## src/rtl/id_ex_pipe_reg_if.sv

```systemverilog
// Decode-to-EX bundle: decode-side operand/control inputs, registered EX-side copies,
// hazard_stall back to decode/PC and the load-use bubble counter.
interface id_ex_pipe_reg_if #(
    parameter int DATA_W     = 32,
    parameter int REG_ADDR_W = 5,
    parameter int JUMP_W     = 11,
    parameter int ALUOP_W    = 2,
    parameter int CNT_W      = 16
);
    logic                  flush, stall, valid_in, uses_rt_in;
    logic [REG_ADDR_W-1:0] rs_addr_in, rt_addr_in, reg_dest_r_type_in, reg_dest_l_type_in;
    logic [DATA_W-1:0]     data_a_in, data_b_in, sign_extend_in;
    logic [JUMP_W-1:0]     jump_dest_in;
    logic                  RegDst_in, ALUSrc_in, MemToReg_in, RegWrite_in, MemRead_in, MemWrite_in, Branch_in;
    logic [ALUOP_W-1:0]    ALUOp_in;

    logic [REG_ADDR_W-1:0] rs_addr_out, rt_addr_out, reg_dest_r_type_out, reg_dest_l_type_out;
    logic [DATA_W-1:0]     data_a_out, data_b_out, sign_extend_out;
    logic [JUMP_W-1:0]     jump_dest_out;
    logic                  RegDst_out, ALUSrc_out, MemToReg_out, RegWrite_out, MemRead_out, MemWrite_out, Branch_out;
    logic [ALUOP_W-1:0]    ALUOp_out;
    logic                  valid_out, hazard_stall;
    logic [CNT_W-1:0]      bubble_count;

    modport master (
        output flush, stall, valid_in, uses_rt_in, rs_addr_in, rt_addr_in,
               reg_dest_r_type_in, reg_dest_l_type_in, data_a_in, data_b_in, sign_extend_in,
               jump_dest_in, RegDst_in, ALUSrc_in, MemToReg_in, RegWrite_in, MemRead_in,
               MemWrite_in, Branch_in, ALUOp_in,
        input  rs_addr_out, rt_addr_out, reg_dest_r_type_out, reg_dest_l_type_out,
               data_a_out, data_b_out, sign_extend_out, jump_dest_out, RegDst_out, ALUSrc_out,
               MemToReg_out, RegWrite_out, MemRead_out, MemWrite_out, Branch_out, ALUOp_out,
               valid_out, hazard_stall, bubble_count
    );

    modport slave (
        input  flush, stall, valid_in, uses_rt_in, rs_addr_in, rt_addr_in,
               reg_dest_r_type_in, reg_dest_l_type_in, data_a_in, data_b_in, sign_extend_in,
               jump_dest_in, RegDst_in, ALUSrc_in, MemToReg_in, RegWrite_in, MemRead_in,
               MemWrite_in, Branch_in, ALUOp_in,
        output rs_addr_out, rt_addr_out, reg_dest_r_type_out, reg_dest_l_type_out,
               data_a_out, data_b_out, sign_extend_out, jump_dest_out, RegDst_out, ALUSrc_out,
               MemToReg_out, RegWrite_out, MemRead_out, MemWrite_out, Branch_out, ALUOp_out,
               valid_out, hazard_stall, bubble_count
    );
endinterface

```

## src/rtl/id_ex_pipe_reg.sv

```systemverilog
// ID/EX pipeline register with valid bit, flush/stall and load-use bubble insertion.
// Latency: 1 cycle input to outputs.
// Backpressure: stall holds everything; hazard_stall asks decode/PC to hold for one cycle.
module id_ex_pipe_reg #(
    parameter int DATA_W     = 32,
    parameter int REG_ADDR_W = 5,
    parameter int JUMP_W     = 11,
    parameter int ALUOP_W    = 2,
    parameter int CNT_W      = 16
) (
    input logic             clock,
    input logic             reset,
    id_ex_pipe_reg_if.slave bus
);
    typedef struct packed {
        logic [DATA_W-1:0]     data_a;
        logic [DATA_W-1:0]     data_b;
        logic [DATA_W-1:0]     sign_extend;
        logic [JUMP_W-1:0]     jump_dest;
        logic [REG_ADDR_W-1:0] rs_addr;
        logic [REG_ADDR_W-1:0] rt_addr;
        logic [REG_ADDR_W-1:0] reg_dest_r_type;
        logic [REG_ADDR_W-1:0] reg_dest_l_type;
    } dat_t;

    typedef struct packed {
        logic               reg_dst;
        logic               alu_src;
        logic               mem_to_reg;
        logic               reg_write;
        logic               mem_read;
        logic               mem_write;
        logic               branch;
        logic [ALUOP_W-1:0] alu_op;
    } ctrl_t;

    dat_t             dat_in, dat_q;
    ctrl_t            ctrl_in, ctrl_q;
    logic             valid_q;
    logic [CNT_W-1:0] bubble_q;
    logic             load_use;

    assign dat_in  = {bus.data_a_in, bus.data_b_in, bus.sign_extend_in, bus.jump_dest_in,
                      bus.rs_addr_in, bus.rt_addr_in, bus.reg_dest_r_type_in, bus.reg_dest_l_type_in};
    assign ctrl_in = {bus.RegDst_in, bus.ALUSrc_in, bus.MemToReg_in, bus.RegWrite_in,
                      bus.MemRead_in, bus.MemWrite_in, bus.Branch_in, bus.ALUOp_in};

    assign {bus.data_a_out, bus.data_b_out, bus.sign_extend_out, bus.jump_dest_out,
            bus.rs_addr_out, bus.rt_addr_out, bus.reg_dest_r_type_out, bus.reg_dest_l_type_out} = dat_q;
    assign {bus.RegDst_out, bus.ALUSrc_out, bus.MemToReg_out, bus.RegWrite_out,
            bus.MemRead_out, bus.MemWrite_out, bus.Branch_out, bus.ALUOp_out} = ctrl_q;
    assign bus.valid_out    = valid_q;
    assign bus.bubble_count = bubble_q;

    // A load in EX whose destination is read by the decode instruction; $0 is never a real dependency.
    assign load_use = valid_q & ctrl_q.mem_read & (dat_q.reg_dest_l_type != '0) & bus.valid_in &
                      ((dat_q.reg_dest_l_type == bus.rs_addr_in) |
                       (bus.uses_rt_in & (dat_q.reg_dest_l_type == bus.rt_addr_in)));

    assign bus.hazard_stall = load_use & ~bus.flush;

    always_ff @(posedge clock or posedge reset) begin
        if (reset) begin
            dat_q    <= '0;
            ctrl_q   <= '0;
            valid_q  <= 1'b0;
            bubble_q <= '0;
        end else if (bus.flush || !bus.stall) begin
            // Payload always loads on a bubble; only controls and valid are squashed.
            dat_q <= dat_in;
            if (bus.flush || load_use) begin
                ctrl_q  <= '0;
                valid_q <= 1'b0;
            end else begin
                ctrl_q  <= ctrl_in;
                valid_q <= bus.valid_in;
            end
            if (!bus.flush && load_use && (bubble_q != '1)) begin
                bubble_q <= bubble_q + 1'b1;
            end
        end
    end
endmodule

```

## src/flat_wrapper.sv

```systemverilog
// flat-port wrapper written by rule: the top's interface ports become plain ports
module id_ex_pipe_reg_flat 
#(
    parameter int DATA_W     = 32,
    parameter int REG_ADDR_W = 5,
    parameter int JUMP_W     = 11,
    parameter int ALUOP_W    = 2,
    parameter int CNT_W      = 16
)
  (clock, reset, bus_flush, bus_stall, bus_valid_in, bus_uses_rt_in, bus_rs_addr_in, bus_rt_addr_in, bus_reg_dest_r_type_in, bus_reg_dest_l_type_in, bus_data_a_in, bus_data_b_in, bus_sign_extend_in, bus_jump_dest_in, bus_RegDst_in, bus_ALUSrc_in, bus_MemToReg_in, bus_RegWrite_in, bus_MemRead_in, bus_MemWrite_in, bus_Branch_in, bus_ALUOp_in, bus_rs_addr_out, bus_rt_addr_out, bus_reg_dest_r_type_out, bus_reg_dest_l_type_out, bus_data_a_out, bus_data_b_out, bus_sign_extend_out, bus_jump_dest_out, bus_RegDst_out, bus_ALUSrc_out, bus_MemToReg_out, bus_RegWrite_out, bus_MemRead_out, bus_MemWrite_out, bus_Branch_out, bus_ALUOp_out, bus_valid_out, bus_hazard_stall, bus_bubble_count);
  id_ex_pipe_reg_if #(.DATA_W(DATA_W), .REG_ADDR_W(REG_ADDR_W), .JUMP_W(JUMP_W), .ALUOP_W(ALUOP_W), .CNT_W(CNT_W)) bus_i ();
  input logic clock;
  input logic reset;
  input wire logic [$bits(bus_i.flush)-1:0] bus_flush;
  input wire logic [$bits(bus_i.stall)-1:0] bus_stall;
  input wire logic [$bits(bus_i.valid_in)-1:0] bus_valid_in;
  input wire logic [$bits(bus_i.uses_rt_in)-1:0] bus_uses_rt_in;
  input wire logic [$bits(bus_i.rs_addr_in)-1:0] bus_rs_addr_in;
  input wire logic [$bits(bus_i.rt_addr_in)-1:0] bus_rt_addr_in;
  input wire logic [$bits(bus_i.reg_dest_r_type_in)-1:0] bus_reg_dest_r_type_in;
  input wire logic [$bits(bus_i.reg_dest_l_type_in)-1:0] bus_reg_dest_l_type_in;
  input wire logic [$bits(bus_i.data_a_in)-1:0] bus_data_a_in;
  input wire logic [$bits(bus_i.data_b_in)-1:0] bus_data_b_in;
  input wire logic [$bits(bus_i.sign_extend_in)-1:0] bus_sign_extend_in;
  input wire logic [$bits(bus_i.jump_dest_in)-1:0] bus_jump_dest_in;
  input wire logic [$bits(bus_i.RegDst_in)-1:0] bus_RegDst_in;
  input wire logic [$bits(bus_i.ALUSrc_in)-1:0] bus_ALUSrc_in;
  input wire logic [$bits(bus_i.MemToReg_in)-1:0] bus_MemToReg_in;
  input wire logic [$bits(bus_i.RegWrite_in)-1:0] bus_RegWrite_in;
  input wire logic [$bits(bus_i.MemRead_in)-1:0] bus_MemRead_in;
  input wire logic [$bits(bus_i.MemWrite_in)-1:0] bus_MemWrite_in;
  input wire logic [$bits(bus_i.Branch_in)-1:0] bus_Branch_in;
  input wire logic [$bits(bus_i.ALUOp_in)-1:0] bus_ALUOp_in;
  output wire logic [$bits(bus_i.rs_addr_out)-1:0] bus_rs_addr_out;
  output wire logic [$bits(bus_i.rt_addr_out)-1:0] bus_rt_addr_out;
  output wire logic [$bits(bus_i.reg_dest_r_type_out)-1:0] bus_reg_dest_r_type_out;
  output wire logic [$bits(bus_i.reg_dest_l_type_out)-1:0] bus_reg_dest_l_type_out;
  output wire logic [$bits(bus_i.data_a_out)-1:0] bus_data_a_out;
  output wire logic [$bits(bus_i.data_b_out)-1:0] bus_data_b_out;
  output wire logic [$bits(bus_i.sign_extend_out)-1:0] bus_sign_extend_out;
  output wire logic [$bits(bus_i.jump_dest_out)-1:0] bus_jump_dest_out;
  output wire logic [$bits(bus_i.RegDst_out)-1:0] bus_RegDst_out;
  output wire logic [$bits(bus_i.ALUSrc_out)-1:0] bus_ALUSrc_out;
  output wire logic [$bits(bus_i.MemToReg_out)-1:0] bus_MemToReg_out;
  output wire logic [$bits(bus_i.RegWrite_out)-1:0] bus_RegWrite_out;
  output wire logic [$bits(bus_i.MemRead_out)-1:0] bus_MemRead_out;
  output wire logic [$bits(bus_i.MemWrite_out)-1:0] bus_MemWrite_out;
  output wire logic [$bits(bus_i.Branch_out)-1:0] bus_Branch_out;
  output wire logic [$bits(bus_i.ALUOp_out)-1:0] bus_ALUOp_out;
  output wire logic [$bits(bus_i.valid_out)-1:0] bus_valid_out;
  output wire logic [$bits(bus_i.hazard_stall)-1:0] bus_hazard_stall;
  output wire logic [$bits(bus_i.bubble_count)-1:0] bus_bubble_count;
  assign bus_i.flush = bus_flush;
  assign bus_i.stall = bus_stall;
  assign bus_i.valid_in = bus_valid_in;
  assign bus_i.uses_rt_in = bus_uses_rt_in;
  assign bus_i.rs_addr_in = bus_rs_addr_in;
  assign bus_i.rt_addr_in = bus_rt_addr_in;
  assign bus_i.reg_dest_r_type_in = bus_reg_dest_r_type_in;
  assign bus_i.reg_dest_l_type_in = bus_reg_dest_l_type_in;
  assign bus_i.data_a_in = bus_data_a_in;
  assign bus_i.data_b_in = bus_data_b_in;
  assign bus_i.sign_extend_in = bus_sign_extend_in;
  assign bus_i.jump_dest_in = bus_jump_dest_in;
  assign bus_i.RegDst_in = bus_RegDst_in;
  assign bus_i.ALUSrc_in = bus_ALUSrc_in;
  assign bus_i.MemToReg_in = bus_MemToReg_in;
  assign bus_i.RegWrite_in = bus_RegWrite_in;
  assign bus_i.MemRead_in = bus_MemRead_in;
  assign bus_i.MemWrite_in = bus_MemWrite_in;
  assign bus_i.Branch_in = bus_Branch_in;
  assign bus_i.ALUOp_in = bus_ALUOp_in;
  assign bus_rs_addr_out = bus_i.rs_addr_out;
  assign bus_rt_addr_out = bus_i.rt_addr_out;
  assign bus_reg_dest_r_type_out = bus_i.reg_dest_r_type_out;
  assign bus_reg_dest_l_type_out = bus_i.reg_dest_l_type_out;
  assign bus_data_a_out = bus_i.data_a_out;
  assign bus_data_b_out = bus_i.data_b_out;
  assign bus_sign_extend_out = bus_i.sign_extend_out;
  assign bus_jump_dest_out = bus_i.jump_dest_out;
  assign bus_RegDst_out = bus_i.RegDst_out;
  assign bus_ALUSrc_out = bus_i.ALUSrc_out;
  assign bus_MemToReg_out = bus_i.MemToReg_out;
  assign bus_RegWrite_out = bus_i.RegWrite_out;
  assign bus_MemRead_out = bus_i.MemRead_out;
  assign bus_MemWrite_out = bus_i.MemWrite_out;
  assign bus_Branch_out = bus_i.Branch_out;
  assign bus_ALUOp_out = bus_i.ALUOp_out;
  assign bus_valid_out = bus_i.valid_out;
  assign bus_hazard_stall = bus_i.hazard_stall;
  assign bus_bubble_count = bus_i.bubble_count;
  id_ex_pipe_reg #(.DATA_W(DATA_W), .REG_ADDR_W(REG_ADDR_W), .JUMP_W(JUMP_W), .ALUOP_W(ALUOP_W), .CNT_W(CNT_W)) u_core (.clock(clock), .reset(reset), .bus(bus_i));
endmodule
```

## config.mk

```make
export PLATFORM = sky130hd
export DESIGN_NAME = id_ex_pipe_reg_flat
export DESIGN_NICKNAME = d
export VERILOG_FILES = /design/src/rtl/id_ex_pipe_reg_if.sv /design/src/rtl/id_ex_pipe_reg.sv /design/src/flat_wrapper.sv
export SDC_FILE = /design/constraint.sdc
export NUM_CORES = 1
export LEC_CHECK = 0
export BUFFER_PORTS_ARGS = -buffer_cell sky130_fd_sc_hd__buf_2
export CAP_MARGIN = 40
export CORE_UTILIZATION = 28
export DETAILED_ROUTE_END_ITERATION = 8
export SETUP_SLACK_MARGIN = 0.4
export SLEW_MARGIN = 20
export SYNTH_ARGS = -nofsm -noshare
export SYNTH_HDL_FRONTEND = slang
export SYNTH_SLANG_ARGS = --single-unit
```

## constraint.sdc

```tcl
create_clock -name clock -period 5.7 [get_ports clock]
set_input_delay 1.14 -clock clock [delete_from_list [all_inputs] [get_ports clock]]
set_output_delay 1.14 -clock clock [all_outputs]
set_load 0.05 [all_outputs]
```

==> results of run 1 <==
worst paths after layout:
path / cells past startpoint / slack, ns / startpoint / end
max: 7 / 1.91 / bus_rs_addr_in[3] / bus_hazard_stall
min: 2 / 0.46 / u_core.bus.data_a_out[17] / u_core.bus.data_a_out[17]
max reg2reg: 5 / 3.59 / u_core.bus.reg_dest_l_type_out[1] / u_core.bus.bubble_count[1]
min reg2reg: 2 / 0.46 / u_core.bus.data_a_out[17] / u_core.bus.data_a_out[17]
max in group asynchronous: 3 / 3.76 / reset / u_core.bus.rs_addr_out[2]
min in group asynchronous: 2 / 0.84 / reset / u_core.bus.sign_extend_out[17]
metal layers:
metal | vias up | wire length (um) | part of all wire | global-route usage
li1 | 2626 | - | - | -
met2 | 192 | 7951 | 0.48 | 0.2440
met4 | 0 | 237 | 0.014 | 0.05510
met5 | - | 0 | 0 | 0
met3 | 18 | 1069 | 0.064 | 0.04220
met1 | 2442 | 7320 | 0.44 | 0.1897
through the flow:
stage               worst slack, ns  hold slack [ns]  std cells  instance area [sq um]
floorplan                    0.4386           0.7397        660                   6072
global placement              1.899           0.4447       1203                   7825
detailed placement            1.898           0.4497       1203                   7825
CTS                           1.904           0.4640       1235                   8436
global route                  1.765           0.4819       1236                   8438
finish                        1.909           0.4601       1236                   8438
area by class of cell:
| class | instances | area [sq um] | share of cell area |
|---|---|---|---|
| Sequential cell | 153 | 3829 | 0.4537 |
| Antenna cell | 1 | 2.502 | 0.0002966 |
| Clock buffer | 20 | 446.7 | 0.05294 |
| Multi-Input combinational cell | 473 | 2122 | 0.2515 |
| Clock inverter | 12 | 163.9 | 0.01942 |
| Inverter | 1 | 8.758 | 0.001038 |
| Tap cell | 275 | 344.1 | 0.04078 |
| Timing Repair Buffer | 301 | 1521 | 0.1803 |
layout by cell type (no fill, tap or decap), drive strengths merged:
master and n:
clkinvlp 3, nand2 388, clkbuf 20, or4 1
nor2 3, or2 1, nand2b 1, o21a 1
nor3 5, and3 6, o21ai 1, nand4 8
clkinv 2, nand3 12, inv 5, a21oi 1
nor4 1, diode 1, o22ai 1, xnor2 25
buf 301, dfrtp 153, and2 1, and4 4
bufinv 3, mux2 1, nor2b 1, a22o 10
ha 1
registers in the layout, summed over array words and instances (netlist names):
signal,count
u_core.bus.rs_addr_out,5
u_core.bus.RegDst_out,1
u_core.bus.Branch_out,1
u_core.bus.reg_dest_l_type_out,5
u_core.bus.bubble_count,16
u_core.bus.jump_dest_out,11
u_core.bus.data_b_out,32
u_core.bus.MemWrite_out,1
u_core.bus.MemToReg_out,1
u_core.bus.rt_addr_out,5
u_core.bus.ALUSrc_out,1
u_core.bus.MemRead_out,1
u_core.bus.valid_out,1
u_core.bus.reg_dest_r_type_out,5
u_core.bus.RegWrite_out,1
u_core.bus.ALUOp_out,2
u_core.bus.sign_extend_out,32
u_core.bus.data_a_out,32
worst reg2reg max path, cell delays in order, from the launching register on:
cell     delay, ns
dfrtp_1       0.46
xnor2_1       0.22
nand4_1       0.13
o22ai_2       0.61
nand3_1       0.25
mux2_2        0.33
cells by family after synthesis:
logic type | synth area share
compound gates | 0.02184
xor+xnor | 0.03606
fa+ha+maj | 0.002060
buf+inv | 0.02246
flops | 0.6305
mux | 0.001854
simple gates | 0.2852
power by group:
group	switching [mW]	internal (mW)
combinational	0.442	0.137
sequential	0.0436	1.16
clock	0.467	0.709
total	0.953	2.01
==> run metrics, run 1 <==
status completed; DIE AREA 0.02228 sq mm; crit-path cells buf_2, xnor2_1, nand3_1, o22ai_2, nand2_1, nor2_1, buf_2; final wirelength 16.58 mm; Design Power 2.964 mW; Crit. End Element output pin; Synth Cell Area 0.006072 sq mm; #FFs+latches synth 153; I/O pin count 296; Cells after Synth 660; skew final 0.006432 ns; count of flip-flops with a built-in enable after synthesis 0; Max-slew headroom 0.4298; Pleak 4.727 nW; fin util 0.3989; worst skew pair latency 0.41 ns; post_cts resized 0; DRC 0; Core Area 0.02115 sq mm; Final Hold Viols 0; Area contributors post-synth dfrtp_1 (63%), nand2_1 (24%), xnor2_1 (3.6%), clkbuf_1 (1.7%), a22o_1 (1.4%); YS warnings 0; actual slew at the worst max-slew pin 0.8553 ns; GRT overflow 0; Final Wtd Congestion 0.7481; final setup violation count 0; first-pass GRT wire length 26.03 mm; share of post-route cells with drive strength above 1 0.3563; Critical Path Most Common Cell buf_2; prevailing post-synth register cell dfrtp_1; fmax 263.8 MHz; vias in the first global route 5144; Synth top cells by count nand2_1 (388), dfrtp_1 (153), clkbuf_1 (27); Die Span X 149.3 um; via count 5278; crit path kind in2out; TritonCTS clock tree yes; initial antenna violation count 1; sequential-to-total area share from yosys stat 0.6305; clk sinks 153; antenna-violating nets left 0; Worst path top cell family by delay compound AO/OA/AOI/OAI gates; Synth Area per Inst 9.200 sq um; CTS Buf Count 17; Syn-to-layout area delta 38.97%; critical path's slowest cell o22ai_2; PortBufs 295; Root Buffer clkbuf_16; CP Data Arrival Time 2.65 ns; chip height 149.3 um; Final Net Count 1090; DRT Pass-1 Iters 4; Clock Pin Slew Worst Setup and Hold Paths 0.06 ns; Site Rows 53; post-synth top area share 0.6305; half-perimeter wire length after placement 11.64 mm; wire length per cell 13.41 um; synth unique cells 28; Pwr per Cell Area 351.2 mW/mm^2; Hold Buf Count CTS 0; Critical Path RT 4.56 ns; syn_nets 803; setup tns final 0 ns; initial core utilization 0.2870; final worst path period share 0.6651; Filler cells 2175; max-cap viol count 0; H-tree levels 4; CTS max path bufs 2; fin crit period 3.791 ns; Max IR drop VDD 0.0001670 V; dominant cell type by area after synthesis dfrtp_1; FFs w/ async S/R, synth 1.000; Buf+Inv Stages, Crit Path 2; largest fanout on the critical path 17; Slew Limit Fails 0; Tot GR Track Use 0.1502; 1st-iter DRT viols 152; Via density 4.270; top-count cell post-synth nand2_1; Hold WC Path Type reg2reg; CP Launch Type input pin; RSZ-0062 raised after global routing false; setup bufs post-CTS 0; Worst path max stage delay 0.66 ns; largest net degree at the start of global routing 80
Note: power is estimated with default switching activity, not from simulation.
==> run 2: changes to the inputs <==
Clock period 5.7 ns to 3.6 ns, I/O delays scaled along.
==> run 2 against run 1 <==
Net effect:
- global-route usage increased by 0.27 points
- highest routed layer unchanged
- critical path type is now reg2out
- flip-flop and latch count unchanged
- non-clock buffer count increased by 3
- first-iteration DRC count increased by 30%
- critical endpoint unchanged
- utilization increased by 0.17 points
- clock power increased by 53%
- total power increased by 56%
- wire length increased by 3.3%
- clock-buffer cell count unchanged
- hold slack got worse by 0.058 ns
==> run metrics, run 2 (synthesized netlist as in run 1, its figures left out) <==
RSZ-0062 raised after global routing false; vias in the first global route 5155 (+0.21%); commonest non-fill, non-tap cell in the layout nand2_1; Core Area 0.02115 sq mm (unchanged); crit path kind reg2out; Final Hold Viols 0 (unchanged); share of post-route cells with drive strength above 1 0.3583 (+0.002005); initial antenna violation count 2 (+1); DRC 0 (unchanged); final wirelength 17.13 mm (+3.3%); Via density 4.263 (-0.16%); Die Span X 149.3 um (unchanged); Clock Pin Slew Worst Setup and Hold Paths 0.07 ns (about the same); Filler cells 2190 (+0.69%); worst skew pair latency 0.41 ns (about the same); CP Data Arrival Time 2.10 ns (-0.55 ns); fin util 0.4006 (+0.001715); Hold WC Path Type in2async; first-pass GRT wire length 26.52 mm (+1.9%); Site Rows 53 (unchanged); setup bufs post-CTS 0 (unchanged); Hold Buf Count CTS 0 (unchanged); Max IR drop VDD 0.0002702 V (+62%); DRT Pass-1 Iters 4 (unchanged); DIE AREA 0.02228 sq mm (unchanged); H-tree levels 4 (unchanged); Pwr per Cell Area 547.2 mW/mm^2 (+56%); Critical Path RT 2.88 ns (-1.68 ns); largest net degree at the start of global routing 83 (+3.8%); wire length per cell 13.80 um (+2.9%); Pleak 4.730 nW (about the same); via count 5291 (+0.25%); actual slew at the worst max-slew pin 0.8185 ns (-0.03675 ns); Crit. End Element output pin; post_cts resized 0 (unchanged); CTS max path bufs 2 (unchanged); max-cap viol count 0 (unchanged); Final Wtd Congestion 0.7485 (about the same); Tot GR Track Use 0.1529 (+0.002714); Root Buffer clkbuf_16; pre-CTS setup slack 0.8315 ns (-1.067 ns); Slew Limit Fails 0 (unchanged); initial core utilization 0.2870 (unchanged); final setup violation count 0 (unchanged); Syn-to-layout area delta 39.56%; clk sinks 153 (unchanged); skew final 0.006738 ns (+0.0003063 ns); chip height 149.3 um (unchanged); Max-slew headroom 0.4543 (+0.02450); worst setup margin 0.7788 ns (-1.130 ns); largest fanout on the critical path 17 (unchanged); GRT overflow 0 (unchanged); CP Launch Type flip-flop; CTS Buf Count 17 (unchanged); most frequent cells in the layout nand2_1 (388), buf_2 (295), dfrtp_1 (153); status completed; setup tns final 0 ns (unchanged); PortBufs 295 (unchanged); 1st-iter DRT viols 198 (+30%); Final Net Count 1093 (+0.28%); fmax 354.5 MHz; fin crit period 2.821 ns; final worst path period share 0.7837; antenna-violating nets left 0 (unchanged); half-perimeter wire length after placement 11.94 mm (+2.6%); I/O pin count 296 (unchanged); TritonCTS clock tree yes
[run 2: cell count changes in the layout (fill, tap and decap cells not counted)]
cell / change
diode_2: +2
clkinvlp_4: +3
inv_6: -1
clkinv_4: +1
buf_12: +1
clkinv_2: -1
inv_8: -1
buf_4: +1
bufinv_16: -1
buf_16: +1
[run 2: worst max-delay path, cell delays in order, from the launching register on]
cell and delay, ns:
dfrtp_1 0.44, xnor2_1 0.26, nand3_1 0.14, o22ai_2 0.18, buf_4 0.24, nand2_1 0.07
nor2_1 0.09, buf_2 0.26
[run 2: worst paths after layout]
path / start / end / slack (ns) / depth (start not counted)
setup / recovery: u_core.bus.reg_dest_l_type_out[4] / bus_hazard_stall / 0.78 / 7
hold / removal: reset / u_core.bus.sign_extend_out[23] / 0.40 / 3
setup reg to reg: u_core.bus.reg_dest_l_type_out[0] / u_core.bus.RegDst_out / 1.57 / 4
hold reg to reg: u_core.bus.data_a_out[28] / u_core.bus.data_a_out[28] / 0.46 / 2
max in group asynchronous: reset / u_core.bus.bubble_count[4] / 2.61 / 4
min in group clock: u_core.bus.data_a_out[28] / u_core.bus.data_a_out[28] / 0.46 / 2
[run 2: final cells by class]
class / count / area, sq um / share of cell area
Clock inverter: 12 / 141.4 / 0.01668
Clock buffer: 20 / 446.7 / 0.05271
Inverter: 1 / 7.507 / 0.0008859
Multi-Input combinational cell: 473 / 2122 / 0.2504
Sequential cell: 153 / 3829 / 0.4518
Antenna cell: 3 / 7.507 / 0.0008859
Tap cell: 275 / 344.1 / 0.04060
Timing Repair Buffer: 304 / 1577 / 0.1860
[run 2: power by group]
part           switching [mW]  leakage [nW]  internal, mW
clock network           0.746         0.270          1.05
registers              0.0699          1.87          1.84
logic                   0.705          2.59         0.223
total                    1.52          4.73          3.12
[run 2: through the flow]
stage | std cells | instance area, sq um | power (mW) | hold WS, ns
2_1_floorplan | 660 | 6076 | 2.589 | 0.7397
3_3_place_gp | 1205 | 7851 | 2.869 | 0.4433
3_5_place_dp | 1206 | 7879 | 2.885 | 0.4497
4_1_cts | 1238 | 8467 | 4.710 | 0.4119
5_1_grt | 1239 | 8469 | 4.835 | 0.4406
6_report | 1241 | 8474 | 4.637 | 0.4016
[run 2: per-layer routing]
layer  track usage  up-vias  part of all wire
li1              -     2635                 -
met1        0.1970     2467              0.46
met2        0.2419      175              0.46
met3       0.05291       14             0.066
met4       0.04388        0             0.012
met5             0        -                 0
